<file path="config.mk">
export PLATFORM = sky130hd
export DESIGN_NAME = cond_unit
export DESIGN_NICKNAME = d
export VERILOG_FILES = /design/src/rtl/cond_unit.sv
export SDC_FILE = /design/constraint.sdc
export NUM_CORES = 1
export LEC_CHECK = 0
export ABC_AREA = 0
export BUFFER_PORTS_ARGS = -buffer_cell sky130_fd_sc_hd__buf_2
export CORE_MARGIN = 4
export CORE_UTILIZATION = 30
export CTS_CLUSTER_SIZE = 20
export DETAILED_ROUTE_END_ITERATION = 8
export PLACE_DENSITY_LB_ADDON = 0.08
export RECOVER_POWER = 25
export SYNTH_ARGS = -nofsm -noshare
export SYNTH_HDL_FRONTEND = slang
export SYNTH_SLANG_ARGS = --single-unit
export TNS_END_PERCENT = 1
</file>
<file path="constraint.sdc">
create_clock -name clk -period 3.28 [get_ports clk]
set_input_delay 0.492 -clock clk [delete_from_list [all_inputs] [get_ports clk]]
set_output_delay 0.492 -clock clk [all_outputs]
set_load 0.02 [all_outputs]
</file>
<file path="src/rtl/cond_unit.sv">
// Conditional-execution unit: owns the NZCV flag register, evaluates condition
// codes against it, and issues condition-gated strobes one cycle later.
module cond_unit #(
    parameter logic [3:0] FLAG_RST = 4'b0000
) (
    input  logic       clk,
    input  logic       rst,
    input  logic       in_valid,
    input  logic [3:0] cond,
    input  logic [3:0] alu_flags,
    input  logic [1:0] flag_write,
    input  logic       pc_src_req,
    input  logic       reg_write_req,
    input  logic       mem_write_req,
    output logic [3:0] flags,
    output logic       out_valid,
    output logic       cond_ex,
    output logic       pc_src,
    output logic       reg_write,
    output logic       mem_write
);

    // Valid-only pipeline, no backpressure: an instruction is taken on every edge
    // where in_valid = 1, and out_valid marks its result bundle on the next cycle.
    logic flag_n, flag_z, flag_c, flag_v;
    logic cond_ok;
    logic take;

    assign flag_n = flags[3];
    assign flag_z = flags[2];
    assign flag_c = flags[1];
    assign flag_v = flags[0];

    // Evaluated on the stored flags only; this instruction's ALU flags land after the edge.
    always_comb begin
        cond_ok = 1'b0;
        case (cond)
            4'b0000: cond_ok = flag_z;
            4'b0001: cond_ok = !flag_z;
            4'b0010: cond_ok = flag_c;
            4'b0011: cond_ok = !flag_c;
            4'b0100: cond_ok = flag_n;
            4'b0101: cond_ok = !flag_n;
            4'b0110: cond_ok = flag_v;
            4'b0111: cond_ok = !flag_v;
            4'b1000: cond_ok = flag_c && !flag_z;
            4'b1001: cond_ok = !flag_c || flag_z;
            4'b1010: cond_ok = (flag_n == flag_v);
            4'b1011: cond_ok = (flag_n != flag_v);
            4'b1100: cond_ok = !flag_z && (flag_n == flag_v);
            4'b1101: cond_ok = flag_z || (flag_n != flag_v);
            4'b1110: cond_ok = 1'b1;
            default: cond_ok = 1'b0;
        endcase
    end

    assign take = in_valid && cond_ok;

    always_ff @(posedge clk) begin
        if (!rst) begin
            flags     <= FLAG_RST;
            out_valid <= 1'b0;
            cond_ex   <= 1'b0;
            pc_src    <= 1'b0;
            reg_write <= 1'b0;
            mem_write <= 1'b0;
        end else begin
            out_valid <= in_valid;
            cond_ex   <= take;
            pc_src    <= take && pc_src_req;
            reg_write <= take && reg_write_req;
            mem_write <= take && mem_write_req;
            // Each half of the mask is independent so partial writes merge with held bits.
            if (take && flag_write[1]) begin
                flags[3:2] <= alu_flags[3:2];
            end
            if (take && flag_write[0]) begin
                flags[1:0] <= alu_flags[1:0];
            end
        end
    end

endmodule

</file>
# == Word-level counts from Yosys, hierarchy flattened ==
# Index checks and enable logic that the tools add are counted.
# word_totals
register_bits,9
output_inout_bits,9
wordCells,39
# classes
eq_ne,16
n_mux,1
reduce_logical,15
# ops
op,n
$eq 4x4->1 const B,7
$eq 4x3->1 const B,4
$pmux 1 s15,1
$eq 4x2->1 const B,2
$logic_and 1x1->1,8
$eq 4x1->1 const B,1
$logic_not 1->1,4
$logic_not 4->1,1
$logic_or 1x1->1,2
$eq 1x1->1,1
$ne 1x1->1,1

# == Longest topological paths before layout ==
# Gate-level depths: netlist (run 1).
# logic_depth
word_depth,5
ltp_mapped,6
depth_no_buf,5

# == Worst setup path before layout (run 1) ==
# OpenSTA, ideal clock, no wires.
# synth_path
path_kind,input -> register
startpoint,input port cond[1]
endpoint,register flags[0]
setup_ns,0.130
arrival_time_ns,1.696
required_ns,3.150
setup_slack_ns,1.454
path_stages,6
cell_sequence,buf_6 -> mux2_4 -> o31a_1 -> a32oi_2 -> o311ai_2 -> mux2i_1
# synth_via
elab_chain_len,4
word_cells_on_any_way,18
cone_classes,eq/ne: 14; mux: 1; reduce/logical: 3
# synth_lines
element,line_no,text
from (decl),9,"input logic [3:0] cond,"
"$eq 4x4->1, or another cell as far along",37,case (cond)
$pmux 1 s15 (*),37,
$logic_and 1x1->1 (*),57,assign take = in_valid && cond_ok;
$logic_and 1x1->1 (*),77,if (take && flag_write[0]) begin
to (signal assigned),78,flags[1:0] <= alu_flags[1:0];
to (decl),15,"output logic [3:0] flags,"
# Mark *: on every way between the ends. The rest lies on a longest branch, timed or not.
# A chain may end at the register's enable or synchronous reset.

# == Worst setup path after layout (run 1) ==
# layout_path
startpoint,input port cond[1]
endpoint,register flags[3]
# layout_via
elab_chain_len,4
word_cells_on_any_way,18
cone_classes,eq/ne: 14; mux: 1; reduce/logical: 3
# layout_lines
element,line_no,text
"$eq 4x4->1, or another cell as far along",37,
$pmux 1 s15 (*),37,
$logic_and 1x1->1 (*),57,
$logic_and 1x1->1 (*),74,if (take && flag_write[1]) begin
to (signal assigned),75,flags[3:2] <= alu_flags[3:2];
# Marked as above.

==> impl_metrics.env, run 1 <==
export IMPL_status="finished, final reports clean"
export IMPL_synth_async_sr_flop_share=0
export IMPL_power_density_nw_per_um2=353
export IMPL_ant_nets=0
export IMPL_ys_ff_latch=9
export IMPL_via_count=534
export IMPL_drt_total_wl_um=1200
export IMPL_p_int_w=0.000185
export IMPL_cts_hold_buf=0
export IMPL_io_pins=25
export IMPL_cts_setup_buffers=0
export IMPL_fin_crit_sh=0.531
export IMPL_regToRegStartpoint="flags[2]"
export IMPL_total_power_w=0.000256
export IMPL_clock_sinks=9
export IMPL_clk_pin_slew_worst_paths_ns=0.06
export IMPL_synth_ff_type="dfxtp_1"
export IMPL_path_max_fanout=10
export IMPL_core_area_um2=1780
export IMPL_worstRegToRegCells=5
export IMPL_wl_per_cell_um=10.5
export IMPL_drive_above_1_share=0.337
export IMPL_worstMarginPinSlew_ns=0.431
export IMPL_min_to="reg_write"
export IMPL_relSlewSlack=0.713
export IMPL_hold_class="input pin to flop"
export IMPL_hold_depth=3
export IMPL_clkLatencyLatePin_ns=0.26
export IMPL_die_area_um2=2690
export IMPL_power_leakage_nw=0.353
export IMPL_clockPowerShare=0.323
export IMPL_worstPathCellList="buf_2 > mux2_4 > o31a_1 > a32oi_2 > o311ai_2 > mux2i_1"
export IMPL_synth_fp_nets=81
export IMPL_synth_edf_count=0
export IMPL_fp_dieW_um=51.9
export IMPL_vdd_drop_max_uv=247
export IMPL_routabilityCongestion=0.724
export IMPL_min_from="reg_write_req"
export IMPL_grt_max_degree=14
export IMPL_drtPass1Iterations=4
export IMPL_globalRouteTotalUtil=0.101
export IMPL_cts_buffers=3
export IMPL_netSwitchingFraction=0.274
export IMPL_cts_max_level=1
export IMPL_cts_tree="built"
export IMPL_avgSynthCellArea_um2=8.87
export IMPL_rrSetupSlack_ns=1.57
export IMPL_timing_hold_ws_ns=0.445
export IMPL_nets=106
export IMPL_final_util=0.406
export IMPL_vias_per_cell=4.68
export IMPL_antenna_found_initial=0
export IMPL_cp_start_kind="input pin"
export IMPL_endpoint_kind="flop"
export IMPL_crit_type="input pin to flop"
export IMPL_cts_repair_resized=0
export IMPL_netlist_instances=65
export IMPL_p_sw_w=0.0000701
export IMPL_fp_row_count=15
export IMPL_seq_power_share=0.463
export IMPL_fin_skew_ns=0.00432
export IMPL_diodes=0
export IMPL_fp_dieH_um=51.9
export IMPL_clockBufferDepth=2
export IMPL_clockRootBuffer="clkbuf_4"
export IMPL_synth_warnings=0
export IMPL_fmax_mhz=575
export IMPL_drc=0
export IMPL_gr_total_overflow=0
export IMPL_critPathMaxStageDelay_ns=0.32
export IMPL_netlist_area_um2=577
export IMPL_start_util=0.324
export IMPL_drt_iter0_markers=3
export IMPL_grt_pass1_vias=427
export IMPL_rsz0062_at_grt="false"
export IMPL_portBuffers=24
export IMPL_yosysUniqueCellTypes=28
export IMPL_crit_path_top_delay_cell="mux2_4"
export IMPL_ys_seq_area_frac=0.312
export IMPL_worstReg2RegEnd="flags[3]"
export IMPL_combPwrFrac=0.214
export IMPL_synthToLayoutAreaGrowth_pct=25.6
export IMPL_cp_data_arrival_time_ns=1.88
export IMPL_maxSlewViolCount=0
export IMPL_setup_total_negative_slack_ns=0
export IMPL_drv_cap=0
export IMPL_cp_required_ns=3.41
export IMPL_grt_pass1_wl_um=1950
export IMPL_dp_hpwl_um=918
export IMPL_hold_viol=0
export IMPL_finalSetupViolations=0
export IMPL_period_minus_slack_ns=1.74
==> state kept, by name (all words and copies together) (netlist names) <==
register	flops
pc_src	1
cond_ex	1
reg_write	1
flags	4
out_valid	1
mem_write	1
==> cell families after synthesis <==
| logic type | count (synthesis) | share of synthesized area |
|---|---|---|
| XOR/XNOR | 1 | 0.0152 |
| buffers and inverters | 9 | 0.0759 |
| AO/OA/AOI/OAI | 14 | 0.236 |
| multiplexers | 6 | 0.115 |
| flip-flops | 9 | 0.312 |
| AND/OR/NAND/NOR | 26 | 0.245 |
==> layer usage <==
layer | vias up | global-route usage | part of all wire
met1 | 237 | 0.132 | 0.44
met5 | - | 0 | 0
met3 | 2 | 0.0630 | 0.090
met2 | 16 | 0.136 | 0.46
li1 | 279 | - | -
met4 | 0 | 0.0262 | 0.0075
==> synthesized netlist by cell type, drive strengths merged, types with 2 or more instances <==
| cell | count | area, um^2 |
|---|---|---|
| nor2b | 3 | 18.8 |
| nand2 | 10 | 37.5 |
| nor2 | 4 | 15.0 |
| mux2 | 2 | 26.3 |
| mux2i | 4 | 40.0 |
| and2 | 2 | 12.5 |
| dfxtp | 9 | 180 |
| o21ai | 3 | 15.0 |
| buf | 3 | 21.3 |
| inv | 5 | 18.8 |
| o311ai | 3 | 48.8 |
| and3b | 3 | 26.3 |
==> per-stage QoR <==
stage          cell area (um^2)  std cells  worst slack (ns)
2_1_floorplan               577         65              1.45
3_3_place_gp                703        110              1.27
3_5_place_dp                703        110              1.25
4_1_cts                     729        114              1.51
5_1_grt                     724        114              1.37
6_report                    724        114              1.54
==> cells in the final DEF, fill, tap and decap left out, types with 2 or more instances in the layout <==
cell	netlist	final
nor2_1	4	4
and2_1	2	2
mux2i_1	4	4
nand2_1	10	10
o311ai_2	3	3
inv_1	5	5
clkbuf_1	1	5
o21ai_0	3	3
nor2b_1	3	3
and3b_1	3	3
buf_2	2	20
dfxtp_1	9	9
clkbuf_4	0	3
==> critical path: cells and delay by family <==
| family | cells | cell delay [ns] |
|---|---|---|
| buffers and inverters | 1 | 0.18 |
| multiplexers | 2 | 0.48 |
| AO/OA/AOI/OAI | 3 | 0.73 |
==> worst max path at each step <==
stage,from,end,slack (ns),cells past startpoint
final,cond[1],flags[3],1.54,6
after floorplan,cond[1],flags[0],1.45,6
after global placement,cond[1],flags[2],1.27,6
after global routing,flags[2],flags[3],1.37,5
after CTS,flags[2],flags[3],1.51,5
after detailed placement,cond[1],flags[3],1.25,6
==> layout make-up <==
| type | instances | area (um^2) |
|---|---|---|
| well taps | 25 | 31.3 |
| repair buffers | 24 | 115 |
| inverters | 5 | 18.8 |
| fillers | 190 | 1060 |
| flip-flops and latches | 9 | 180 |
| clock buffers | 4 | 26.3 |
| multi-input cells | 47 | 353 |
==> power by group through the flow <==
| stage | Clock, W | Sequential [W] | Combinational, W |
|---|---|---|---|
| final | 0.0000825 | 0.000118 | 0.0000548 |
| after global placement | 0 | 0.000121 | 0.0000565 |
| after floorplan | 0 | 0.000126 | 0.0000333 |
| after CTS | 0.0000875 | 0.000118 | 0.0000563 |
| after detailed placement | 0 | 0.000121 | 0.0000560 |
| after global routing | 0.0000949 | 0.000119 | 0.0000615 |
Note: power is estimated with default switching activity, not from simulation.
==> inputs of run 2 (changes only) <==
==> constraint.sdc (replaced) <==
create_clock -name clk -period 1.6 [get_ports clk]
set_input_delay 0.24 -clock clk [delete_from_list [all_inputs] [get_ports clk]]
set_output_delay 0.24 -clock clk [all_outputs]
set_load 0.02 [all_outputs]
==> run 2 against run 1 <==
  * The run now ends with setup timing left
  * Non-clock buffer count rose by 5
  * Wire length rose by 16%
  * First-iteration DRC count did not move
  * Highest routed layer is now met3
  * Largest power group unchanged
  * Combinational power rose to 2.8 times the previous value
  * Worst setup slack lost 1.5 ns
  * Sequential cell count unchanged
==> impl_metrics.env, run 2 (synthesized netlist as in run 1, its figures left out) <==
export IMPL_clock_sinks=9
export IMPL_hold_class="input pin to flop"
export IMPL_fin_skew_ns=0.00173
export IMPL_setup_ws_ns=-0.00752
export IMPL_finalSetupViolations=3
export IMPL_hold_viol=0
export IMPL_dp_slack_ns=-0.129
export IMPL_worstRegToRegCells=6
export IMPL_clk_pin_slew_worst_paths_ns=0.06
export IMPL_grt_max_degree=12
export IMPL_top_register="flags"
export IMPL_cts_tree="built"
export IMPL_drt_total_wl_um=1390
export IMPL_cts_max_level=1
export IMPL_crit_path_top_delay_cell="dfxtp_4"
export IMPL_cp_data_arrival_time_ns=1.81
export IMPL_portBuffers=24
export IMPL_via_count=551
export IMPL_final_common_cell="buf_2"
export IMPL_violations="setup timing"
export IMPL_grt_pass1_vias=488
export IMPL_core_area_um2=1780
export IMPL_path_max_fanout=6
export IMPL_final_util=0.473
export IMPL_wl_per_cell_um=11.6
export IMPL_largest_reg_flops=4
export IMPL_cts_hold_buf=0
export IMPL_drt_iter0_markers=3
export IMPL_maxSlewViolCount=0
export IMPL_regToRegStartpoint="flags[2]"
export IMPL_start_util=0.324
export IMPL_fin_crit_sh=1.00
export IMPL_final_cell_mix="buf_2, nand2_1, dfxtp_1"
export IMPL_cp_start_kind="flop"
export IMPL_worstReg2RegEnd="reg_write"
export IMPL_synthToLayoutAreaGrowth_pct=46.2
export IMPL_worstMarginPinSlew_ns=0.570
export IMPL_cp_required_ns=1.80
export IMPL_min_from="mem_write_req"
export IMPL_endpoint_kind="flop"
export IMPL_power_leakage_nw=0.396
export IMPL_period_minus_slack_ns=1.61
export IMPL_grt_pass1_wl_um=2240
export IMPL_routabilityCongestion=0.779
export IMPL_clockRootBuffer="clkbuf_4"
export IMPL_fmax_mhz=622
export IMPL_rrSetupSlack_ns=-0.008
export IMPL_status="complete, but fails checks"
export IMPL_fp_dieH_um=51.9
export IMPL_min_to="mem_write"
export IMPL_relSlewSlack=0.618
export IMPL_nets=111
export IMPL_crit_type="flop to flop"
export IMPL_io_pins=25
export IMPL_drive_above_1_share=0.489
export IMPL_critPathMaxStageDelay_ns=0.37
export IMPL_diodes=0
export IMPL_hold_depth=3
export IMPL_fp_row_count=15
export IMPL_dp_hpwl_um=1030
export IMPL_drv_cap=0
export IMPL_setup_total_negative_slack_ns=-0.00920
export IMPL_globalRouteTotalUtil=0.115
export IMPL_clkLatencyLatePin_ns=0.26
export IMPL_fp_dieW_um=51.9
export IMPL_die_area_um2=2690
export IMPL_antenna_found_initial=0
export IMPL_drc=0
export IMPL_vias_per_cell=4.63
export IMPL_worstPathCellList="and3b_1 > a221oi_4 > and3_4 > o311ai_2 > buf_4 > nor2_1"
export IMPL_rsz0062_at_grt="true"
export IMPL_ant_nets=0
export IMPL_drtPass1Iterations=2
export IMPL_cts_buffers=3
export IMPL_gr_total_overflow=0
export IMPL_clockBufferDepth=2
export IMPL_vdd_drop_max_uv=407
export IMPL_power_density_nw_per_um2=669
-- run 2: cell types whose count changed in the layout (fill, tap and decap cells not counted), moves of 3 or more --
cell	delta
buf_4	+5
dfxtp_1	-3
buf_2	+3
clkbuf_1	-3
-- run 2: report_power, final --
group / leakage, nW / internal, W / switching, W
Clock: 0.0150 / 0.0000958 / 0.0000750
Sequential: 0.0752 / 0.000234 / 0.00000894
Combinational: 0.306 / 0.0000693 / 0.0000814
-- run 2: repair_timing --
action,in CTS,in global routing
endpoints found under the setup margin,5,8
setup buffers,0,0
hold endpoints to repair,0,0
pin swaps,3,0
resized for setup,10,3
-- run 2: how the worst max path moves through the flow --
| stage | from | slack (ns) | depth (start not counted) | to |
|---|---|---|---|---|
| after global placement | cond[2] | -0.13 | 6 | flags[2] |
| after floorplan | cond[2] | 0.003 | 6 | flags[0] |
| after detailed placement | cond[2] | -0.13 | 6 | flags[3] |
| final | flags[2] | -0.008 | 6 | reg_write |
| after CTS | flags[2] | -0.007 | 6 | reg_write |
| after global routing | flags[2] | -0.13 | 6 | reg_write |
-- run 2: cell type report --
cell class	instances	area (um^2)
multi-input combinational	47	424
fill	179	940
tap	25	31.3
sequential	9	186
clock buffer	4	26.3
timing repair buffer	29	156
inverter	5	18.8
-- run 2: per-stage QoR --
stage,std cells,cell area [um^2],power (W),hold slack (ns)
2_1_floorplan,65,587,0.000330,0.352
3_3_place_gp,115,751,0.000376,0.457
3_5_place_dp,115,751,0.000376,0.459
4_1_cts,119,838,0.000573,0.180
5_1_grt,119,843,0.000604,0.189
6_report,119,843,0.000564,0.188
-- run 2: worst max-delay path: cells and delay by family, from the launching register on --
kind | cells | cell delay [ns]
compound gates | 2 | 0.42
buf+inv | 1 | 0.18
simple gates | 3 | 0.57
flops | 1 | 0.37
-- run 2: layer usage --
metal,vias to the layer above,routed length (um),global-route usage
met5,-,0,0
met4,0,0,0.0262
met3,0,100,0.0630
met2,16,706,0.182
met1,249,579,0.134
li1,286,-,-
==> inputs of run 3 (changes only) <==
--- a/config.mk
+++ b/config.mk
@@ -9,9 +9,8 @@
 export BUFFER_PORTS_ARGS = -buffer_cell sky130_fd_sc_hd__buf_2
 export CORE_MARGIN = 4
 export CORE_UTILIZATION = 30
-export CTS_CLUSTER_SIZE = 20
+export CTS_CLUSTER_SIZE = 40
 export DETAILED_ROUTE_END_ITERATION = 8
-export PLACE_DENSITY_LB_ADDON = 0.08
 export RECOVER_POWER = 25
 export SYNTH_ARGS = -nofsm -noshare
 export SYNTH_HDL_FRONTEND = slang
==> constraint.sdc (replaced) <==
create_clock -name clk -period 1.5 [get_ports clk]
set_input_delay 0.225 -clock clk [delete_from_list [all_inputs] [get_ports clk]]
set_output_delay 0.225 -clock clk [all_outputs]
set_load 0.02 [all_outputs]
==> run 3 against run 2 <==
  * The run still ends with setup timing left
  * Fmax is 2.6% lower
  * Register-to-register slack worse by 0.14 ns
  * Worst setup slack worse by 0.14 ns
  * Sequential power is 6% higher
  * Final area is 11% higher
  * Wire length is 13% higher
  * Non-clock buffer count is 9 higher
  * Combinational power is 28% higher
  * Clock skew is 0.00054 ns lower
  * Die area stayed put
  * Count of clock-buffer cells in the layout stayed put
==> impl_metrics.env, run 3 (synthesized netlist as in run 1, its figures left out) <==
export IMPL_cp_required_ns=1.69
export IMPL_power_leakage_nw=0.447
export IMPL_fmax_mhz=606
export IMPL_clock_sinks=9
export IMPL_dp_slack_ns=-0.238
export IMPL_drive_above_1_share=0.534
export IMPL_drv_cap=0
export IMPL_final_cell_mix="buf_2, buf_4, nand2_1"
export IMPL_globalRouteTotalUtil=0.118
export IMPL_clockRootBuffer="clkbuf_4"
export IMPL_dp_hpwl_um=1090
export IMPL_core_area_um2=1780
export IMPL_antenna_found_initial=0
export IMPL_path_buf_inv=1
export IMPL_grt_max_degree=11
export IMPL_drt_iter0_markers=8
export IMPL_final_common_cell="buf_2"
export IMPL_endpoint_kind="flop"
export IMPL_hold_depth=3
export IMPL_worstRegToRegCells=6
export IMPL_vias_per_cell=4.65
export IMPL_regArea_um2=190
export IMPL_diodes=0
export IMPL_clkLatencyLatePin_ns=0.25
export IMPL_clk_pin_slew_worst_paths_ns=0.06
export IMPL_cp_start_kind="flop"
export IMPL_cts_buffers=3
export IMPL_fp_dieW_um=51.9
export IMPL_violations="setup timing"
export IMPL_fin_skew_ns=0.00119
export IMPL_die_area_um2=2690
export IMPL_grt_pass1_wl_um=2370
export IMPL_n_fill_cell=165
export IMPL_fp_dieH_um=51.9
export IMPL_worstReg2RegEnd="mem_write"
export IMPL_wl_per_cell_um=12.3
export IMPL_routabilityCongestion=0.843
export IMPL_via_count=595
export IMPL_relSlewSlack=0.758
export IMPL_crit_type="flop to flop"
export IMPL_drc=0
export IMPL_worstPathCellList="mux2_4 > o31a_1 > a32oi_4 > buf_4 > o311ai_4 > nor2_1"
export IMPL_drt_total_wl_um=1570
export IMPL_fin_crit_sh=1.10
export IMPL_period_minus_slack_ns=1.65
export IMPL_cts_tree="built"
export IMPL_worstMarginPinSlew_ns=0.361
export IMPL_grt_pass1_vias=528
export IMPL_gr_total_overflow=0
export IMPL_path_max_fanout=6
export IMPL_fp_row_count=15
export IMPL_cp_top_family="compound AO/OA/AOI/OAI gates"
export IMPL_synthToLayoutAreaGrowth_pct=62.3
export IMPL_ant_nets=0
export IMPL_multi_input_area_um2=433
export IMPL_regToRegStartpoint="flags[2]"
export IMPL_drtPass1Iterations=4
export IMPL_rsz0062_at_grt="true"
export IMPL_clockBufferDepth=2
export IMPL_hold_class="input pin to flop"
export IMPL_power_density_nw_per_um2=674
export IMPL_top_register="flags"
export IMPL_portBuffers=24
export IMPL_cp_data_arrival_time_ns=1.84
export IMPL_nets=120
export IMPL_cp_depth=6
export IMPL_crit_end="mem_write"
export IMPL_vdd_drop_max_uv=568
export IMPL_largest_reg_flops=4
export IMPL_status="complete, but fails checks"
export IMPL_setup_ws_ns=-0.151
export IMPL_timing_hold_ws_ns=0.179
export IMPL_maxSlewViolCount=0
export IMPL_critPathMaxStageDelay_ns=0.36
export IMPL_critical_path_startpoint="flags[2]"
export IMPL_rrSetupSlack_ns=-0.15
export IMPL_finalSetupViolations=8
export IMPL_start_util=0.324
export IMPL_cts_max_level=1
export IMPL_crit_path_top_delay_cell="dfxtp_4"
export IMPL_hold_viol=0
export IMPL_cts_hold_buf=0
export IMPL_io_pins=25
-- run 3: cell types whose count changed in the layout (fill, tap and decap cells not counted), sizes merged --
cell and delta:
buf +9
-- run 3: through the flow --
step	instances	TNS, ns	total power [W]	area [um^2]	util
finish	128	-0.991	0.000630	936	0.525
global route	128	-1.55	0.000672	936	0.525
CTS	128	-0.802	0.000627	908	0.509
detailed placement	123	-1.67	0.000423	828	0.465
global placement	123	-1.62	0.000422	828	0.465
floorplan	65	-0.277	0.000354	596	-
-- run 3: timing repair --
action / 4_1_cts / 5_1_grt
resized for setup: 9 / 4
endpoints found under the setup margin: 8 / 8
setup buffers: 1 / 0
pin swaps: 6 / 6
-- run 3: worst min path at each step --
| stage | from | to | slack (ns) |
|---|---|---|---|
| 4_1_cts | pc_src_req | pc_src | 0.17 |
| 5_1_grt | pc_src_req | pc_src | 0.17 |
| 3_5_place_dp | mem_write_req | mem_write | 0.45 |
| 6_report | mem_write_req | mem_write | 0.18 |
| 3_3_place_gp | mem_write_req | mem_write | 0.44 |
| 2_1_floorplan | mem_write_req | mem_write | 0.34 |
-- run 3: power breakdown --
part	leakage, nW	switching, W	internal, W	total, W
clock network	0.0150	0.0000780	0.000102	0.000180
logic	0.356	0.0000977	0.0000951	0.000193
registers	0.0759	0.00000905	0.000249	0.000258
-- run 3: per-layer routing --
layer | share of wire | vias to the layer above | GRT usage | wire length [um]
met5 | 0 | - | 0 | 0
met4 | 0.022 | 0 | 0.0393 | 34
met3 | 0.068 | 4 | 0.0401 | 107
met2 | 0.50 | 18 | 0.190 | 778
met1 | 0.41 | 266 | 0.146 | 648
li1 | - | 307 | - | -
-- run 3: final cells by class --
class	instances	share of cell area
well taps	25	0.0334
clock buffers	4	0.0281
flip-flops and latches	9	0.203
repair buffers	38	0.253
multi-input cells	47	0.463
inverters	5	0.0201
-- run 3: worst reg2reg max path: stages, from the launching register on --
cell	delay, ns
dfxtp_4	0.36
mux2_4	0.26
o31a_1	0.28
a32oi_4	0.28
buf_4	0.19
o311ai_4	0.11
nor2_1	0.12
